`config.mk`:
```
export PLATFORM = sky130hd
export DESIGN_NAME = cam_reg_sequencer_flat
export DESIGN_NICKNAME = d
export VERILOG_FILES = /design/src/rtl/cam_cfg_pkg.sv /design/src/rtl/cam_reg_sequencer_if.sv /design/src/rtl/cam_reg_rom.sv /design/src/rtl/cam_reg_sequencer.sv /design/src/flat_wrapper.sv
export SDC_FILE = /design/constraint.sdc
export NUM_CORES = 1
export LEC_CHECK = 0
export CAP_MARGIN = 30
export CORE_ASPECT_RATIO = 0.6
export CORE_MARGIN = 5
export CORE_UTILIZATION = 48
export CTS_CLUSTER_DIAMETER = 80
export CTS_CLUSTER_SIZE = 14
export DETAILED_ROUTE_END_ITERATION = 12
export HOLD_SLACK_MARGIN = 0.1
export PLACE_DENSITY = 0.76
export RECOVER_POWER = 50
export SKIP_LAST_GASP = 1
export SYNTH_ARGS = -nofsm -noshare
export SYNTH_HDL_FRONTEND = slang
export SYNTH_SLANG_ARGS = --single-unit
```
`constraint.sdc`:
```
create_clock -name clk -period 2.15 [get_ports clk]
set_clock_uncertainty 0.2 [all_clocks]
set_input_delay 0.3225 -clock clk [delete_from_list [all_inputs] [get_ports clk]]
set_output_delay 0.3225 -clock clk [all_outputs]
set_load 0.01 [all_outputs]
```
`src/rtl/cam_cfg_pkg.sv`:
```
// rtl/cam_cfg_pkg.sv - shared states, phase constants and default sensor register table
package cam_cfg_pkg;

  typedef enum logic [2:0] {
    ST_IDLE,
    ST_ISSUE,
    ST_WAIT,
    ST_EVAL,
    ST_DONE,
    ST_FAIL
  } state_t;

  localparam logic PHASE_WR = 1'b0;
  localparam logic PHASE_RD = 1'b1;

  localparam logic [7:0] DEFAULT_DEV_ADDR = 8'hC0;

  // Entry i sits at DEFAULT_TABLE[i]; each entry is {sub_addr, data}.
  localparam int TABLE_LEN = 8;
  localparam logic [TABLE_LEN-1:0][15:0] DEFAULT_TABLE = {
    16'h1A35, 16'h1903, 16'h186A, 16'h1738,
    16'h28E0, 16'h3940, 16'h1420, 16'h1104
  };

endpackage

```
`src/rtl/cam_reg_sequencer_if.sv`:
```
// rtl/cam_reg_sequencer_if.sv - ena/busy transaction bus between sequencer and I2C master
interface cam_reg_sequencer_if;
  logic       ena;
  logic [7:0] addr;
  logic [7:0] sub_addr;
  logic [7:0] data_wr;
  logic       rw;
  logic [7:0] data_rd;
  logic       busy;
  logic       ack_err;

  modport master (
    output ena, addr, sub_addr, data_wr, rw,
    input  data_rd, busy, ack_err
  );

  modport slave (
    input  ena, addr, sub_addr, data_wr, rw,
    output data_rd, busy, ack_err
  );
endinterface

```
`src/rtl/cam_reg_rom.sv`:
```
// rtl/cam_reg_rom.sv - combinational index -> {sub_addr, data} lookup into the register table
module cam_reg_rom
  import cam_cfg_pkg::*;
#(
  parameter int NUM_REGS = 8,
  parameter int IDX_W    = (NUM_REGS > 1) ? $clog2(NUM_REGS) : 1
) (
  input  logic [IDX_W-1:0] idx,
  output logic [7:0]       sub_addr,
  output logic [7:0]       data
);

  logic [15:0] entry;

  // Entries past NUM_REGS or past the table read as zero.
  always_comb begin
    entry = '0;
    for (int i = 0; i < TABLE_LEN; i++) begin
      if ((i < NUM_REGS) && (idx == IDX_W'(i))) begin
        entry = DEFAULT_TABLE[i];
      end
    end
  end

  assign sub_addr = entry[15:8];
  assign data     = entry[7:0];

endmodule

```
`src/rtl/cam_reg_sequencer.sv`:
```
// rtl/cam_reg_sequencer.sv - table-driven camera register writer with retry and optional read-back verify
module cam_reg_sequencer
  import cam_cfg_pkg::*;
#(
  parameter int         NUM_REGS    = 8,
  parameter logic [7:0] DEV_ADDR    = DEFAULT_DEV_ADDR,
  parameter int         MAX_RETRIES = 3,
  parameter int         VERIFY      = 0,
  parameter int         TIMEOUT_CYC = 1024,
  parameter int         IDX_W       = (NUM_REGS > 1) ? $clog2(NUM_REGS) : 1
) (
  input  logic                 clk,
  input  logic                 rst,
  input  logic                 start,
  cam_reg_sequencer_if.master  bus,
  output logic                 done,
  output logic                 error,
  output logic [IDX_W-1:0]     err_idx,
  output logic                 active
);

  localparam int TMO_W = $clog2(TIMEOUT_CYC) + 1;

  state_t             state, state_nxt;
  logic               phase, phase_nxt;
  logic [IDX_W-1:0]   idx, idx_nxt;
  logic [3:0]         retry_cnt, retry_nxt;
  logic [TMO_W-1:0]   tmo_cnt, tmo_nxt;
  logic               prev_start;
  logic               ack_q, ack_nxt;
  logic               tmo_q, tmo_flag_nxt;
  logic [7:0]         rd_q, rd_nxt;
  logic               done_nxt, error_nxt;
  logic [IDX_W-1:0]   err_idx_nxt;
  logic               xfer_fail;
  logic               ena_r, rw_r;
  logic [7:0]         sub_r, data_r;
  logic [7:0]         rom_sub, rom_data;

  // The ROM looks at the next index so the bus fields are ready on the edge ena rises.
  cam_reg_rom #(.NUM_REGS(NUM_REGS), .IDX_W(IDX_W)) u_rom (
    .idx      (idx_nxt),
    .sub_addr (rom_sub),
    .data     (rom_data)
  );

  always_comb begin
    state_nxt    = state;
    phase_nxt    = phase;
    idx_nxt      = idx;
    retry_nxt    = retry_cnt;
    tmo_nxt      = tmo_cnt;
    ack_nxt      = ack_q;
    rd_nxt       = rd_q;
    tmo_flag_nxt = tmo_q;
    done_nxt     = done;
    error_nxt    = error;
    err_idx_nxt  = err_idx;
    // data_r still holds the table data of the entry under test during EVAL.
    xfer_fail    = ack_q | tmo_q | ((phase == PHASE_RD) && (rd_q != data_r));

    case (state)
      ST_IDLE, ST_DONE, ST_FAIL: begin
        if (start && !prev_start) begin
          state_nxt   = ST_ISSUE;
          phase_nxt   = PHASE_WR;
          idx_nxt     = '0;
          retry_nxt   = '0;
          tmo_nxt     = '0;
          done_nxt    = 1'b0;
          error_nxt   = 1'b0;
          err_idx_nxt = '0;
        end
      end
      ST_ISSUE: begin
        if (bus.busy) begin
          state_nxt = ST_WAIT;
        end else if (tmo_cnt == TMO_W'(TIMEOUT_CYC - 1)) begin
          state_nxt    = ST_EVAL;
          tmo_flag_nxt = 1'b1;
          ack_nxt      = 1'b0;
        end else begin
          tmo_nxt = tmo_cnt + 1'b1;
        end
      end
      ST_WAIT: begin
        if (!bus.busy) begin
          state_nxt    = ST_EVAL;
          ack_nxt      = bus.ack_err;
          rd_nxt       = bus.data_rd;
          tmo_flag_nxt = 1'b0;
        end
      end
      ST_EVAL: begin
        tmo_nxt = '0;
        if (xfer_fail) begin
          if (retry_cnt < 4'(MAX_RETRIES)) begin
            retry_nxt = retry_cnt + 1'b1;
            phase_nxt = PHASE_WR;
            state_nxt = ST_ISSUE;
          end else begin
            state_nxt   = ST_FAIL;
            error_nxt   = 1'b1;
            err_idx_nxt = idx;
          end
        end else if ((phase == PHASE_WR) && (VERIFY != 0)) begin
          phase_nxt = PHASE_RD;
          state_nxt = ST_ISSUE;
        end else if (idx == IDX_W'(NUM_REGS - 1)) begin
          state_nxt = ST_DONE;
          done_nxt  = 1'b1;
        end else begin
          idx_nxt   = idx + 1'b1;
          retry_nxt = '0;
          phase_nxt = PHASE_WR;
          state_nxt = ST_ISSUE;
        end
      end
      default: state_nxt = ST_IDLE;
    endcase
  end

  always_ff @(posedge clk or posedge rst) begin
    if (rst) begin
      state      <= ST_IDLE;
      phase      <= PHASE_WR;
      idx        <= '0;
      retry_cnt  <= '0;
      tmo_cnt    <= '0;
      prev_start <= 1'b0;
      ack_q      <= 1'b0;
      rd_q       <= '0;
      tmo_q      <= 1'b0;
      done       <= 1'b0;
      error      <= 1'b0;
      err_idx    <= '0;
      active     <= 1'b0;
      ena_r      <= 1'b0;
      rw_r       <= 1'b0;
      sub_r      <= '0;
      data_r     <= '0;
    end else begin
      state      <= state_nxt;
      phase      <= phase_nxt;
      idx        <= idx_nxt;
      retry_cnt  <= retry_nxt;
      tmo_cnt    <= tmo_nxt;
      prev_start <= start;
      ack_q      <= ack_nxt;
      rd_q       <= rd_nxt;
      tmo_q      <= tmo_flag_nxt;
      done       <= done_nxt;
      error      <= error_nxt;
      err_idx    <= err_idx_nxt;
      active     <= (state_nxt == ST_ISSUE) || (state_nxt == ST_WAIT) || (state_nxt == ST_EVAL);
      ena_r      <= (state_nxt == ST_ISSUE);
      if ((state_nxt == ST_ISSUE) && (state != ST_ISSUE)) begin
        sub_r  <= rom_sub;
        data_r <= rom_data;
        rw_r   <= phase_nxt;
      end
    end
  end

  assign bus.ena      = ena_r;
  assign bus.addr     = {DEV_ADDR[7:1], 1'b0};
  assign bus.sub_addr = sub_r;
  assign bus.data_wr  = data_r;
  assign bus.rw       = rw_r;

endmodule

```
`src/flat_wrapper.sv`:
```
// flat-port wrapper written by rule: the top's interface ports become plain ports
module cam_reg_sequencer_flat import cam_cfg_pkg::*;
#(
  parameter int         NUM_REGS    = 8,
  parameter logic [7:0] DEV_ADDR    = DEFAULT_DEV_ADDR,
  parameter int         MAX_RETRIES = 3,
  parameter int         VERIFY      = 0,
  parameter int         TIMEOUT_CYC = 1024,
  parameter int         IDX_W       = (NUM_REGS > 1) ? $clog2(NUM_REGS) : 1
)
  (clk, rst, start, done, error, err_idx, active, bus_ena, bus_addr, bus_sub_addr, bus_data_wr, bus_rw, bus_data_rd, bus_busy, bus_ack_err);
  cam_reg_sequencer_if bus_i ();
  input  logic clk;
  input  logic rst;
  input  logic start;
  output logic done;
  output logic error;
  output logic [IDX_W-1:0] err_idx;
  output logic active;
  output wire logic [$bits(bus_i.ena)-1:0] bus_ena;
  output wire logic [$bits(bus_i.addr)-1:0] bus_addr;
  output wire logic [$bits(bus_i.sub_addr)-1:0] bus_sub_addr;
  output wire logic [$bits(bus_i.data_wr)-1:0] bus_data_wr;
  output wire logic [$bits(bus_i.rw)-1:0] bus_rw;
  input wire logic [$bits(bus_i.data_rd)-1:0] bus_data_rd;
  input wire logic [$bits(bus_i.busy)-1:0] bus_busy;
  input wire logic [$bits(bus_i.ack_err)-1:0] bus_ack_err;
  assign bus_ena = bus_i.ena;
  assign bus_addr = bus_i.addr;
  assign bus_sub_addr = bus_i.sub_addr;
  assign bus_data_wr = bus_i.data_wr;
  assign bus_rw = bus_i.rw;
  assign bus_i.data_rd = bus_data_rd;
  assign bus_i.busy = bus_busy;
  assign bus_i.ack_err = bus_ack_err;
  cam_reg_sequencer #(.NUM_REGS(NUM_REGS), .DEV_ADDR(DEV_ADDR), .MAX_RETRIES(MAX_RETRIES), .VERIFY(VERIFY), .TIMEOUT_CYC(TIMEOUT_CYC), .IDX_W(IDX_W)) u_core (.clk(clk), .rst(rst), .start(start), .bus(bus_i), .done(done), .error(error), .err_idx(err_idx), .active(active));
endmodule
```
-- Yosys cells after proc, flatten, opt, wreduce, memory -nomap -nowiden
Cells that the tools add are included.
- word-level logic and storage cells: 125
- bits in registers: 57
- muxes and demuxes: 53
- equal/unequal tests: 30
- order comparisons: 1
- bitwise gates (word level): 3
- reductions and logical operators: 18
- add/subtract/negate cells: 3
- operator list (operator ; number):
    16-bit two-way mux ; 5
    3-bit two-way mux ; 13
    11-bit two-way mux ; 3
    11-bit case mux with 3 select lines ; 1
    13-bit two-way mux ; 2
    3-bit == test, second input constant ; 7
    4-bit AND reduction ; 5
    3-bit by 2-bit == test with 1-bit output, second input constant ; 6
    4-bit two-way mux ; 4
    1-bit two-way mux ; 15
    14-bit two-way mux ; 1
    3-bit case mux with 2 select lines ; 2
    3-bit case mux with 4 select lines ; 1
    11-bit by 1-bit adder with 11-bit output, second input constant ; 1
    11-bit by 10-bit == test with 1-bit output, second input constant ; 1
    2-bit != test, second input constant ; 5
    1-bit case mux with 2 select lines ; 5
    3-bit by 1-bit == test with 1-bit output, second input constant ; 3
    2-bit by 1-bit != test with 1-bit output, second input constant ; 4
    8-bit != test ; 1
    4-bit case mux with 2 select lines ; 1
    3-bit zero test ; 2
    4-bit by 1-bit adder with 4-bit output, second input constant ; 1
    4-bit by 2-bit less-than comparator with 1-bit output, second input constant ; 1
    13 further kinds ; 18

-- Logic depth before layout (Yosys ltp)
- depth in word-level cells: 14
- depth in mapped cells: 9
- mapped depth without buffers: 8

-- Cells and area by module
From an unflattened synthesis, not the netlist that was laid out.
- cells, all modules: 251
- area, all modules: 2874.0 sq um
- modules (own cells, without submodules) (module ; instances ; seq. area each (sq um) ; cells an instance ; area an instance (sq um)):
    cam_reg_sequencer ; 1 ; 1426.4 ; 227 ; 2732.6
    cam_reg_rom ; 1 ; 0.0 ; 24 ; 141.4

-- Worst setup path before layout
No wires, ideal clock.
- kind: reg-to-reg
- start point: register u_core.data_r[4], in the netlist u_core.bus.data_wr[4]
- end point: register u_core.sub_r[4], in the netlist u_core.bus.sub_addr[4]
- setup time: 0.123 ns
- required time: 1.827 ns
- path slack: -0.114 ns
- stages on the path, launching flop included: 9
- data arrival time: 1.941 ns
- cell sequence: dfrtp_1 xnor2_1 nand4_2 o21ai_4 a21oi_2 or3_1 buf_2 nor3_2 nor2_1
- longest elaborated chain between the ends: 14
- elaborated cells on any way between the ends: 25
- RTL lines (element ; RTL line ; text):
    start, declared ; cam_reg_sequencer.sv:37 ; logic [7:0] sub_r, data_r;
    start signal, assigned ; cam_reg_sequencer.sv:159 ; data_r <= rom_data;
    8-bit != test * ; cam_reg_sequencer.sv:60 ; xfer_fail = ack_q | tmo_q | ((phase == PHASE_RD) && (rd_q != data_r));
    1-bit logical AND * ; cam_reg_sequencer.sv:60 ;
    1-bit OR * ; cam_reg_sequencer.sv:60 ;
    3-bit two-way mux ; cam_reg_sequencer.sv:96 ; if (xfer_fail) begin
    3-bit case mux with 2 select lines ; cam_reg_sequencer.sv:62 ; case (state)
    3-bit zero test ; cam_reg_rom.sv:19 ; if ((i < NUM_REGS) && (idx == IDX_W'(i))) begin
    13-bit two-way mux (2 in series) ; cam_reg_rom.sv:19 ;
    14-bit two-way mux ; cam_reg_rom.sv:19 ;
    16-bit two-way mux (5 in series) ; cam_reg_rom.sv:19 ;
    end signal, assigned ; cam_reg_sequencer.sv:158 ; sub_r <= rom_sub;
    end, declared ; cam_reg_sequencer.sv:37 ;
Mark *: on every way between the ends. The rest lies on a longest branch, timed or not.
A chain may end at the register's enable or synchronous reset.

-- Worst setup path in the final report
- start point: register u_core.state[1]
- end point: register u_core.data_r[3], in the netlist u_core.bus.data_wr[3]
- longest elaborated chain between the ends: 11
- elaborated cells on any way between the ends: 30
- RTL lines (element ; RTL line ; text):
    start, declared ; cam_reg_sequencer.sv:24 ; state_t state, state_nxt;
    start signal, assigned ; cam_reg_sequencer.sv:143 ; state <= state_nxt;
    3-bit == test / 3-bit zero test (equally long branches) ; cam_reg_sequencer.sv:62 ;
    3-bit OR reduction ; cam_reg_sequencer.sv:62 ;
    3-bit case mux with 2 select lines ; cam_reg_sequencer.sv:62 ;
    3-bit by 1-bit == test with 1-bit output ; cam_reg_rom.sv:19 ;
    13-bit two-way mux ; cam_reg_rom.sv:19 ;
    14-bit two-way mux ; cam_reg_rom.sv:19 ;
    16-bit two-way mux (5 in series) ; cam_reg_rom.sv:19 ;
Several ways; a longest one is shown, not always the timed one.

==> impl_metrics.py <==
metrics = {
    "critical_path": {
        "required_ns": 2.16,
        "criticalPathCategory": "reg2reg",
        "cp_slowest_cell": "or3_2",
        "slowest_delay_ns": 0.53,
        "cp_top_family": "simple AND/OR/NAND/NOR gates",
        "crit_path_start_kind": "flop",
        "path_max_fanout": 8,
        "critical_path.cell_chain": "and3b_2 -> and2_1 -> and4_4 -> buf_6 -> or3_2 -> o21ai_1",
        "endpoint_kind": "flop",
        "arrival_ns": 2.37,
        "worst-path-buf-inv": 1,
    },
    "power_and_ir_drop": {
        "internal-power_uw": 3020,
        "pwr-share-seq": 0.319,
        "leakagePower_uw": 0.00183,
        "p_per_area_nw_per_um2": 1240,
        "pwr-share-clk": 0.135,
        "swShare": 0.387,
        "p_sw_uw": 1910,
        "comb_power_share": 0.546,
        "power_uw": 4920,
        "peakVddDrop_v": 0.000671,
    },
    "status": {
        "status": "finished with violations",
        "violations": "negative setup slack",
    },
    "drt": {
        "wl_per_cell_um": 19.6,
        "drc": 0,
        "drt_wl_total_um": 8210,
        "via_per_inst": 5.88,
        "ant_nets": 0,
        "dr_total_vias": 2459,
        "drtIter0Drc": 255,
        "first_pass_iters": 6,
    },
    "grt": {
        "overflow": 0,
        "track_usage": 0.216,
        "grt_pass1_vias": 2337,
        "antenna_found_initial": 0,
        "grt_pass1_wl_um": 11900,
        "grt_max_degree": 55,
    },
    "placed_design": {
        "gp_congestion": 0.901,
        "hpwl_um": 4580,
        "post-place-ws_ns": -0.441,
        "port-buffer-count": 34,
    },
    "logic_synthesis": {
        "synthAdderAreaFrac": 0.0142,
        "synthSimpleGateAreaFrac": 0.170,
        "yosysWarnings": 0,
        "synth.distinct_cells": 52,
        "async_reset_ff_frac": 1.00,
        "ys_ff_latch": 54,
        "synth_area_um2": 2650,
        "syn_area_per_cell_um2": 10.7,
        "synth_top_family_by_area": "simple AND/OR/NAND/NOR gates",
        "synth_xor_area_frac": 0.0497,
        "synthMuxAreaShare": 0.0397,
        "yosysSeqAreaShare": 0.511,
        "ys.flop_type": "dfrtp_1",
        "synth_cells": 247,
        "synth_enable_flop_cells": 0,
        "synth_compound_area_frac": 0.159,
    },
    "timing": {
        "rsz0062_at_grt": "yes",
        "setup_slack_ns": -0.202,
        "slew_violations": 0,
        "timing.fmax_mhz": 425,
        "period_share": 1.09,
        "timing.final.hold_violations": 0,
        "max-slew-margin-rel": 0.138,
        "worstMarginPinSlew_ns": 1.29,
        "fin_crit_ns": 2.35,
        "setup_viol": 23,
        "fin_tns_setup_ns": -2.38,
    },
    "clock_network": {
        "clk_path_buf_depth": 2,
        "numCtsBuffers": 5,
        "numClockSinks": 54,
        "cts_tree": "yes",
        "root_buffer": "clkbuf_8",
        "cts.clk_slew.worst_paths_ns": 0.09,
        "cts_max_level": 2,
        "ctsHoldBuffers": 0,
        "insertion_delay_ns": 0.30,
    },
    "min_path": {
        "min_path_type": "in2reg",
    },
    "job": {
        "max_cap_violations": 0,
    },
    "floorplanning": {
        "fp.dieW_um": 106,
        "initial_core_util": 0.508,
        "ios": 45,
        "dieArea_um2": 7140,
        "row_count": 20,
        "die_h_um": 67.5,
        "core_um2": 5200,
    },
    "layout": {
        "n_antenna_cell": 0,
        "multiInputGateArea_um2": 1510,
        "nFillCells": 294,
        "drive_above_1_share": 0.395,
        "fin_nets": 367,
        "regArea_um2": 1350,
        "synthToLayoutAreaGrowth_pct": 50.0,
    },
}
## Yosys cell counts (2+ instances only)
cell type,count,area [µm²]
inv_1,6,22.5
mux2_2,8,90.1
nand4_1,6,37.5
conb_1,2,7.51
a31oi_1,3,18.8
ha_1,3,37.5
nor3_1,2,10.0
nand4_2,2,25.0
a22o_1,2,17.5
buf_2,2,10.0
a21oi_2,2,17.5
and2_1,3,18.8
xor2_1,3,26.3
xnor2_1,12,105
or3_1,7,43.8
nand2_1,28,105
o21ai_1,3,15.0
nor2_1,19,71.3
and3_1,2,12.5
a21oi_1,9,45.0
buf_6,2,22.5
nand2b_1,5,31.3
o31ai_1,5,37.5
nand3_1,3,15.0
a21o_1,4,30.0
o211ai_1,3,22.5
buf_4,11,82.6
o21ai_0,12,60.1
o21a_1,2,15.0
dfrtp_1,54,1350
## metrics by stage
| stage | area, µm² | instances | hold WS [ns] | util |
|---|---|---|---|---|
| floorplan | 2710 | 255 | 0.154 | - |
| global placement | 3380 | 386 | 0.267 | 0.650 |
| detailed placement | 3380 | 386 | 0.270 | 0.650 |
| CTS | 3750 | 408 | 0.101 | 0.721 |
| global route | 3970 | 418 | 0.106 | 0.762 |
| finish | 3970 | 418 | 0.101 | 0.762 |
## what timing repair did
item | in CTS | in global routing
gates cloned | 4 | 1
gates resized for setup | 30 | 34
endpoints found under the setup margin | 26 | 37
buffers inserted | 10 | 11
pin swaps | 18 | 28
hold endpoints to repair | 0 | 0
## layout make-up
| cell class | instances | area share |
|---|---|---|
| inverters | 6 | 0.00568 |
| clock buffers | 7 | 0.0192 |
| repair buffers | 101 | 0.226 |
| flip-flops and latches | 54 | 0.341 |
| clock inverters | 1 | 0.00757 |
| well taps | 66 | 0.0208 |
| multi-input cells | 183 | 0.379 |
## worst paths after layout
| check | cells past startpoint | slack [ns] | to | startpoint |
|---|---|---|---|---|
| worst min-delay path | 1 | 0.10 | u_core.prev_start$_DFF_PP0_ | start |
| worst max-delay path | 6 | -0.20 | u_core.bus.data_wr[3]$_DFFE_PP0P_ | u_core.state[1]$_DFF_PP0_ |
| min in group asynchronous | 3 | 0.55 | u_core.rd_q[5]$_DFFE_PP0P_ | rst |
| worst min register to register | 1 | 0.29 | u_core.error$_DFFE_PP0P_ | u_core.error$_DFFE_PP0P_ |
| worst max register to register | 6 | -0.20 | u_core.bus.data_wr[3]$_DFFE_PP0P_ | u_core.state[1]$_DFF_PP0_ |
| max in group asynchronous | 3 | 0.34 | u_core.state[1]$_DFF_PP0_ | rst |
## metal layers
layer  track usage  up-vias  share of wire
met5             0        -              0
met4        0.0517        0          0.022
met2         0.333      165           0.45
met1         0.303     1203           0.42
met3        0.0621       32           0.10
li1              -     1059              -
## placed cells by master (no fill, tap or decap), types with 3 or more instances in the layout
| cell | count |
|---|---|
| a21o_1 | 4 |
| a21oi_1 | 6 |
| a21oi_2 | 3 |
| buf_4 | 56 |
| buf_6 | 7 |
| clkbuf_8 | 5 |
| clkdlybuf4s50_1 | 33 |
| conb_1 | 10 |
| dfrtp_1 | 53 |
| inv_1 | 4 |
| mux2_2 | 8 |
| nand2_1 | 24 |
| nand2_2 | 4 |
| nand2b_1 | 3 |
| nand4_1 | 6 |
| nor2_1 | 18 |
| nor3_4 | 3 |
| o211ai_1 | 3 |
| o21ai_0 | 11 |
| or3_1 | 3 |
| or3_4 | 6 |
| xnor2_1 | 6 |
| xnor2_2 | 6 |
| xor2_1 | 3 |
## cell families after synthesis
| group | count (synthesis) |
|---|---|
| buffers and inverters | 22 |
| AOI/OAI and AO/OA | 56 |
| adders and majority gates | 3 |
| DFF | 54 |
| xor gates and xnor gates | 15 |
| other | 2 |
| and+or+nand+nor | 86 |
| muxes | 9 |
## sequential cells by signal, indices dropped and copies added, names as in the netlist, 3 cells and up
register	cells
u_core.state	3
u_core.idx	3
u_core.err_idx	3
u_core.tmo_cnt	11
u_core.bus.sub_addr	5
u_core.bus.data_wr	8
u_core.rd_q	8
u_core.retry_cnt	4
## power groups by stage
| stage | clock network, µW | logic, µW | registers (µW) |
|---|---|---|---|
| final | 666 | 2690 | 1570 |
| after CTS | 675 | 2260 | 1540 |
| after detailed placement | 0 | 1990 | 1520 |
| after floorplan | 0 | 1090 | 1570 |
| after global routing | 724 | 2840 | 1610 |
| after global placement | 0 | 1940 | 1510 |
No activity file was read; power rests on OpenSTA's default activity.
